File: src/rtl/adder_stim_pkg.sv
// Shared definitions for the adder stimulus/checker block.
//   - default operand and counter widths
//   - Galois LFSR feedback mask (x^32 + x^22 + x^2 + x + 1)
//   - controller state encoding
package adder_stim_pkg;

  localparam int unsigned DefWidth = 32;
  localparam int unsigned DefCntW  = 16;

  localparam logic [31:0] LfsrMask = 32'h8020_0003;

  typedef enum logic [2:0] {
    StIdle,
    StLoad,
    StGo,
    StWait,
    StCheck,
    StDone
  } state_e;

endpackage

File: src/rtl/adder_stim_lfsr.sv
// Operand generator: right-shifting Galois LFSR with feedback from bit 0.
// Ports:
//   clk_i, rst_ni   clock, asynchronous active-low reset (state -> 1)
//   clr_i           synchronous return to the reset state
//   load_i, seed_i  load a seed (a zero seed is replaced by 1)
//   adv2_i          advance the register by two steps
//   state_o         current state
//   next_o          state advanced by one step
module adder_stim_lfsr
  import adder_stim_pkg::*;
#(
  parameter int unsigned Width = DefWidth
) (
  input  logic             clk_i,
  input  logic             rst_ni,
  input  logic             clr_i,
  input  logic             load_i,
  input  logic [Width-1:0] seed_i,
  input  logic             adv2_i,
  output logic [Width-1:0] state_o,
  output logic [Width-1:0] next_o
);

  localparam logic [Width-1:0] Mask = Width'(LfsrMask);
  localparam logic [Width-1:0] One  = Width'(1);

  logic [Width-1:0] state_q, state_d;

  function automatic logic [Width-1:0] step(input logic [Width-1:0] s);
    return (s >> 1) ^ (s[0] ? Mask : '0);
  endfunction

  always_comb begin
    state_d = state_q;
    if (clr_i) begin
      state_d = One;
    end else if (load_i) begin
      // All-zero is the lock-up state of the LFSR.
      state_d = (seed_i == '0) ? One : seed_i;
    end else if (adv2_i) begin
      state_d = step(step(state_q));
    end
  end

  always_ff @(posedge clk_i or negedge rst_ni) begin
    if (!rst_ni) begin
      state_q <= One;
    end else begin
      state_q <= state_d;
    end
  end

  assign state_o = state_q;
  assign next_o  = step(state_q);

endmodule

File: config.mk
export PLATFORM = sky130hd
export DESIGN_NAME = adder_stim_lfsr
export DESIGN_NICKNAME = d
export VERILOG_FILES = /design/src/rtl/adder_stim_pkg.sv /design/src/rtl/adder_stim_lfsr.sv
export SDC_FILE = /design/constraint.sdc
export NUM_CORES = 1
export LEC_CHECK = 0
export BUFFER_PORTS_ARGS = -buffer_cell sky130_fd_sc_hd__buf_4
export CORE_ASPECT_RATIO = 1.75
export CORE_MARGIN = 2
export CORE_UTILIZATION = 49
export DETAILED_ROUTE_END_ITERATION = 8
export HOLD_SLACK_MARGIN = 0.12
export PLACE_DENSITY = 0.82
export REMOVE_ABC_BUFFERS = 1
export SLEW_MARGIN = 10
export SYNTH_ARGS = -nofsm -noshare
export SYNTH_HDL_FRONTEND = slang
export SYNTH_SLANG_ARGS = --single-unit
File: constraint.sdc
create_clock -name clk_i -period 4.6 [get_ports clk_i]
set_clock_uncertainty 0.2 [all_clocks]
set_input_delay 0.23 -clock clk_i [delete_from_list [all_inputs] [get_ports clk_i]]
set_output_delay 0.23 -clock clk_i [all_outputs]
set_load 0.05 [all_outputs]
# Yosys cells after proc, flatten, opt, wreduce, memory -nomap -nowiden
# Cells that the tools add are included.
# op_classes
mux,6
n_reduce_logical,2
bitwise,2
# ops
op,n
$mux W32,6
$xor A31 B32 Y32,2
$logic_not A32 Y1,1
$reduce_bool A3 Y1,1
# word_totals
ff_bits,32
inputBits,37
elab_cells,11
output_inout_bits,64

# Longest topological paths before layout
# logic_depth
word_depth,7
depth_mapped,6
depth_no_buf,4

# Least setup slack after synthesis
# No wires, ideal clock.
# synth_timing
kind,reg2reg
startpoint,register state_q[0] (netlist: state_o[0])
endpoint,register state_q[20] (netlist: state_o[20])
t_arrival_ns,2.126
stages_incl_launch_ff,6
path_slack_ns,2.201
setup_ns,0.073
synth_period_minus_slack_ns,2.399
required_time_ns,4.327
path_buffers,1
path_cell_list,dfstp_2 buf_4 xor2_1 mux2i_1 o21a_1 nor2_1
# synth_between
elab_chain_cells,6
# synth_rtl
item,line_no,source
from (decl),adder_stim_lfsr.sv:27,"logic [Width-1:0] state_q, state_d;"
from (signal assigned),adder_stim_lfsr.sv:47,state_q <= One;
from (signal assigned),adder_stim_lfsr.sv:49,state_q <= state_d;
$mux W32,--,
$xor A31 B32 Y32,--,
net next_o[21],adder_stim_lfsr.sv:21,output logic [Width-1:0] next_o
$xor A31 B32 Y32,adder_stim_lfsr.sv:30,return (s >> 1) ^ (s[0] ? Mask : '0);
$mux W32,adder_stim_lfsr.sv:40,end else if (adv2_i) begin
$mux W32,adder_stim_lfsr.sv:37,end else if (load_i) begin
$mux W32,adder_stim_lfsr.sv:35,if (clr_i) begin
# The timed path passes the listed nets, and every way through them passes these cells. The select of a mux whose other input is x is not followed.
# A chain may end at the register's enable or synchronous reset.

# Final worst setup path
# layout_timing
startpoint,register state_q[0] (netlist: state_o[0])
endpoint,output port next_o[21]
# layout_between
elab_chain_cells,2
# layout_rtl
item,line_no
$mux W32,adder_stim_lfsr.sv:30
$xor A31 B32 Y32,adder_stim_lfsr.sv:30
to (decl),adder_stim_lfsr.sv:21
# No other way between the ends.

==> summary.md <==
| Metric | Value |
|---|---|
| CTS buffer count | 5 |
| Boundary Pins | around 100 |
| Slew margin rel. | 61.1% |
| Most frequent cells in the layout | buf_4, nor2_1, dlygate4sd3_1, a21oi_1, dfrtp_1 |
| Gate power share | 35.8% |
| Sequential Power Share | 35.3% |
| Gate Count Post-Synth | 225 |
| Site Rows | 30 |
| CP Cell Sequence | xor2_1 > buf_4 |
| Pwr Density | 312 nW/µm² |
| Net Sw Frac | 36.7% |
| Max Cap Violations | 0 |
| CP max stage delay | roughly 0.66 ns |
| Fin. max-slew vios | 0 |
| Largest net degree at the start of global routing | 65 |
| Syn avg cell area | between 8 and 9 µm² |
| Synth Area in Adders | 0% |
| Placer Congestion | approximately 0.76 |
| Sequential fraction of the synthesis area | 40.4% |
| Crit end category | primary output |
| PortBufs | 100 |
| Vias | 1895 |
| Total Routing Usage GR | 25.3% |
| Initial DRC Count | 44 |
| Tcrit/Tclk final | ~40% |
| Synth Area in XOR/XNOR | 3.47% |
| Vias per Instance | 5.14 |
| Clock Pin Slew Worst Setup and Hold Paths | 0.07 ns |
| Clock power frac | 28.9% |
| Tmin final | 1.84 ns |
| Clock latency on the worst-skew pair | 0.29 ns |
| Initial antenna violation count | 0 |
| Vias in the first global route | approximately 1800 |
| Cts repair resizes | 0 |
| Ys Warns | 0 |
| Drt drc | 0 |
| 1st-pass router iterations | 4 |
| Post-Layout Cell Count | 369 |
| Routed wire length | 5630 µm |
| CTS tree | yes |
| Tightest Hold Check Type | in -> reg |
| Worst Tran Pin Value | 0.583 ns |
| Area growth, synth to finish | 47.3% |
| Largest family of logic cells by synthesized area | buffers and inverters |
| Critical Path RT | 4.17 ns |
| Critical path peak fanout | 8 |
| # H-tree levels | 2 |
| Starting Density | 51.3% |
| Mux cell area share after synthesis | 14.1% |
| DP Cell Count | 328 |
| Startpoint types | flop |
| Final hold violations | 0 |
| Root Driver | clkbuf_8 |
| Critical Path AT | 1.41 ns |
| Internal power | 576 µW |
| Antenna Nets Post-Route | 0 |
| Final setup fails | 0 |
| Grt ovf | 0 |
| Post-Syn Area | 1980 µm² |
| Peak VDD IR | 0.294 mV |
| Post-layout net count | 357 |
| Max FFs per register | 32 |
| Die height | around 88 µm |
| Status | finished, final reports clean |
| Synthesized-area fraction occupied by and/or/nand/nor cells | 15.1% |
| Filler cells | 275 |
| P_sw | 335 µW |
| Clk sinks | 32 |
| Setup TNS | 0 ns |
| Crit-path slowest cell | dfstp_2 |
| Core area | 3870 µm² |
| Die W | 52.1 µm |
| Hold_sp | clr_i |
| Max Clk Rate | about 540 MHz |
| Share of layout cells above drive strength 1 | 34.3% |
| Unrepaired setup endpoints after global routing | no |
| Drt wl/cell | around 15 µm |
| HPWL Detailed | 3510 µm |
| CP Launch Point | state_o[0] |
| First-pass GRT wire length | 8600 µm |
| Max Buffers Root-to-Sink | 2 |
| Die area | 4590 µm² |
| Number of diodes | 0 |
| Worst r2r src | state_o[0] |
| Commonest non-fill, non-tap cell in the layout | buf_4 |
| Flops & latches, synth | 32 |
| Netlist cell types | 23 |
| CP Class | reg -> out |
| Leak | roughly 0.0015 µW |
| Compound-Gate Fraction of Synth Area | 10.4% |
final cells by class:
class / count / area [µm²] / area share [%]
clock buffers: 6 / 72.6 / 2.49
well taps: 48 / 60.1 / 2.06
inverters: 4 / 15.0 / 0.514
multi-input cells: 144 / 855 / 29.3
clock inverters: 2 / 35.0 / 1.20
repair buffers: 133 / 1080 / 37.0
flip-flops and latches: 32 / 802 / 27.5
power groups by stage:
stage / clock, µW / combinational [µW] / sequential [µW]
5_1_grt: 284 / 343 / 324
3_3_place_gp: 0 / 300 / 325
2_1_floorplan: 0 / 67.8 / 436
4_1_cts: 268 / 324 / 321
3_5_place_dp: 0 / 302 / 326
6_report: 263 / 326 / 322
cell usage after synthesis:
cell / n / area (µm²)
nor2_1: 58 / 218
a21oi_1: 31 / 155
buf_4: 31 / 233
dfrtp_1: 31 / 776
mux2i_1: 28 / 280
nor4_1: 8 / 50.1
buf_1: 4 / 15.0
clkbuf_1: 4 / 15.0
inv_1: 4 / 15.0
buf_2: 3 / 15.0
buf_6: 3 / 33.8
nand2_1: 3 / 11.3
xnor2_1: 3 / 26.3
xor2_1: 3 / 26.3
nand4_1: 2 / 12.5
o21a_1: 2 / 15.0
a211oi_1: 1 / 7.51
a221oi_2: 1 / 15.0
dfstp_2: 1 / 26.3
nor3b_1: 1 / 7.51
o21ai_0: 1 / 5.00
o31a_1: 1 / 8.76
xnor2_2: 1 / 16.3
worst max-delay path, delay by kind of cell, from the launching register on:
kind / cells / cell delay, ns
buffers and inverters: 1 / 0.24
flip-flops: 1 / 0.66
XOR/XNOR: 1 / 0.23
what timing repair did:
action	CTS	global route
buffers inserted	0	0
hold buffers	33	0
setup endpoints to repair	0	0
hold endpoints to repair	64	0
metrics by stage:
| stage | util (%) | area (µm²) | power (µW) | setup WS [ns] | hold WS, ns |
|---|---|---|---|---|---|
| global placement | 64.2 | 2480 | 625 | 3.06 | -0.00674 |
| CTS | 75.5 | 2920 | 914 | 2.75 | 0.135 |
| finish | 75.5 | 2920 | 911 | 2.76 | 0.137 |
| detailed placement | 64.2 | 2480 | 628 | 3.05 | -0.00890 |
| floorplan | - | 1670 | 504 | 2.12 | -0.266 |
| global route | 75.5 | 2920 | 951 | 2.67 | 0.146 |
cells by family after synthesis:
logic type                count (synthesis)
buffers and inverters                    49
AOI/OAI and AO/OA                        37
DFF                                      32
and+or+nand+nor                          72
xor gates and xnor gates                  7
muxes                                    28
worst paths after layout:
kind	end	slack (ns)	depth (start not counted)
setup / recovery	next_o[21]	2.76	2
hold / removal	state_o[6]	0.14	2
setup reg to reg	state_o[21]	3.04	4
hold reg to reg	state_o[21]	0.46	3
max in group asynchronous	state_o[0]	3.64	2
min in group asynchronous	state_o[3]	0.23	2
routing by layer:
| layer | global-route usage, % | vias up | part of all wire [%] |
|---|---|---|---|
| met4 | 10.8 | 0 | 1.8 |
| met3 | 4.44 | 10 | 4.4 |
| met5 | 0 | - | 0 |
| met2 | 47.4 | 75 | 59 |
| met1 | 26.5 | 897 | 35 |
| li1 | - | 913 | - |
No activity file was read; power rests on OpenSTA's default activity.
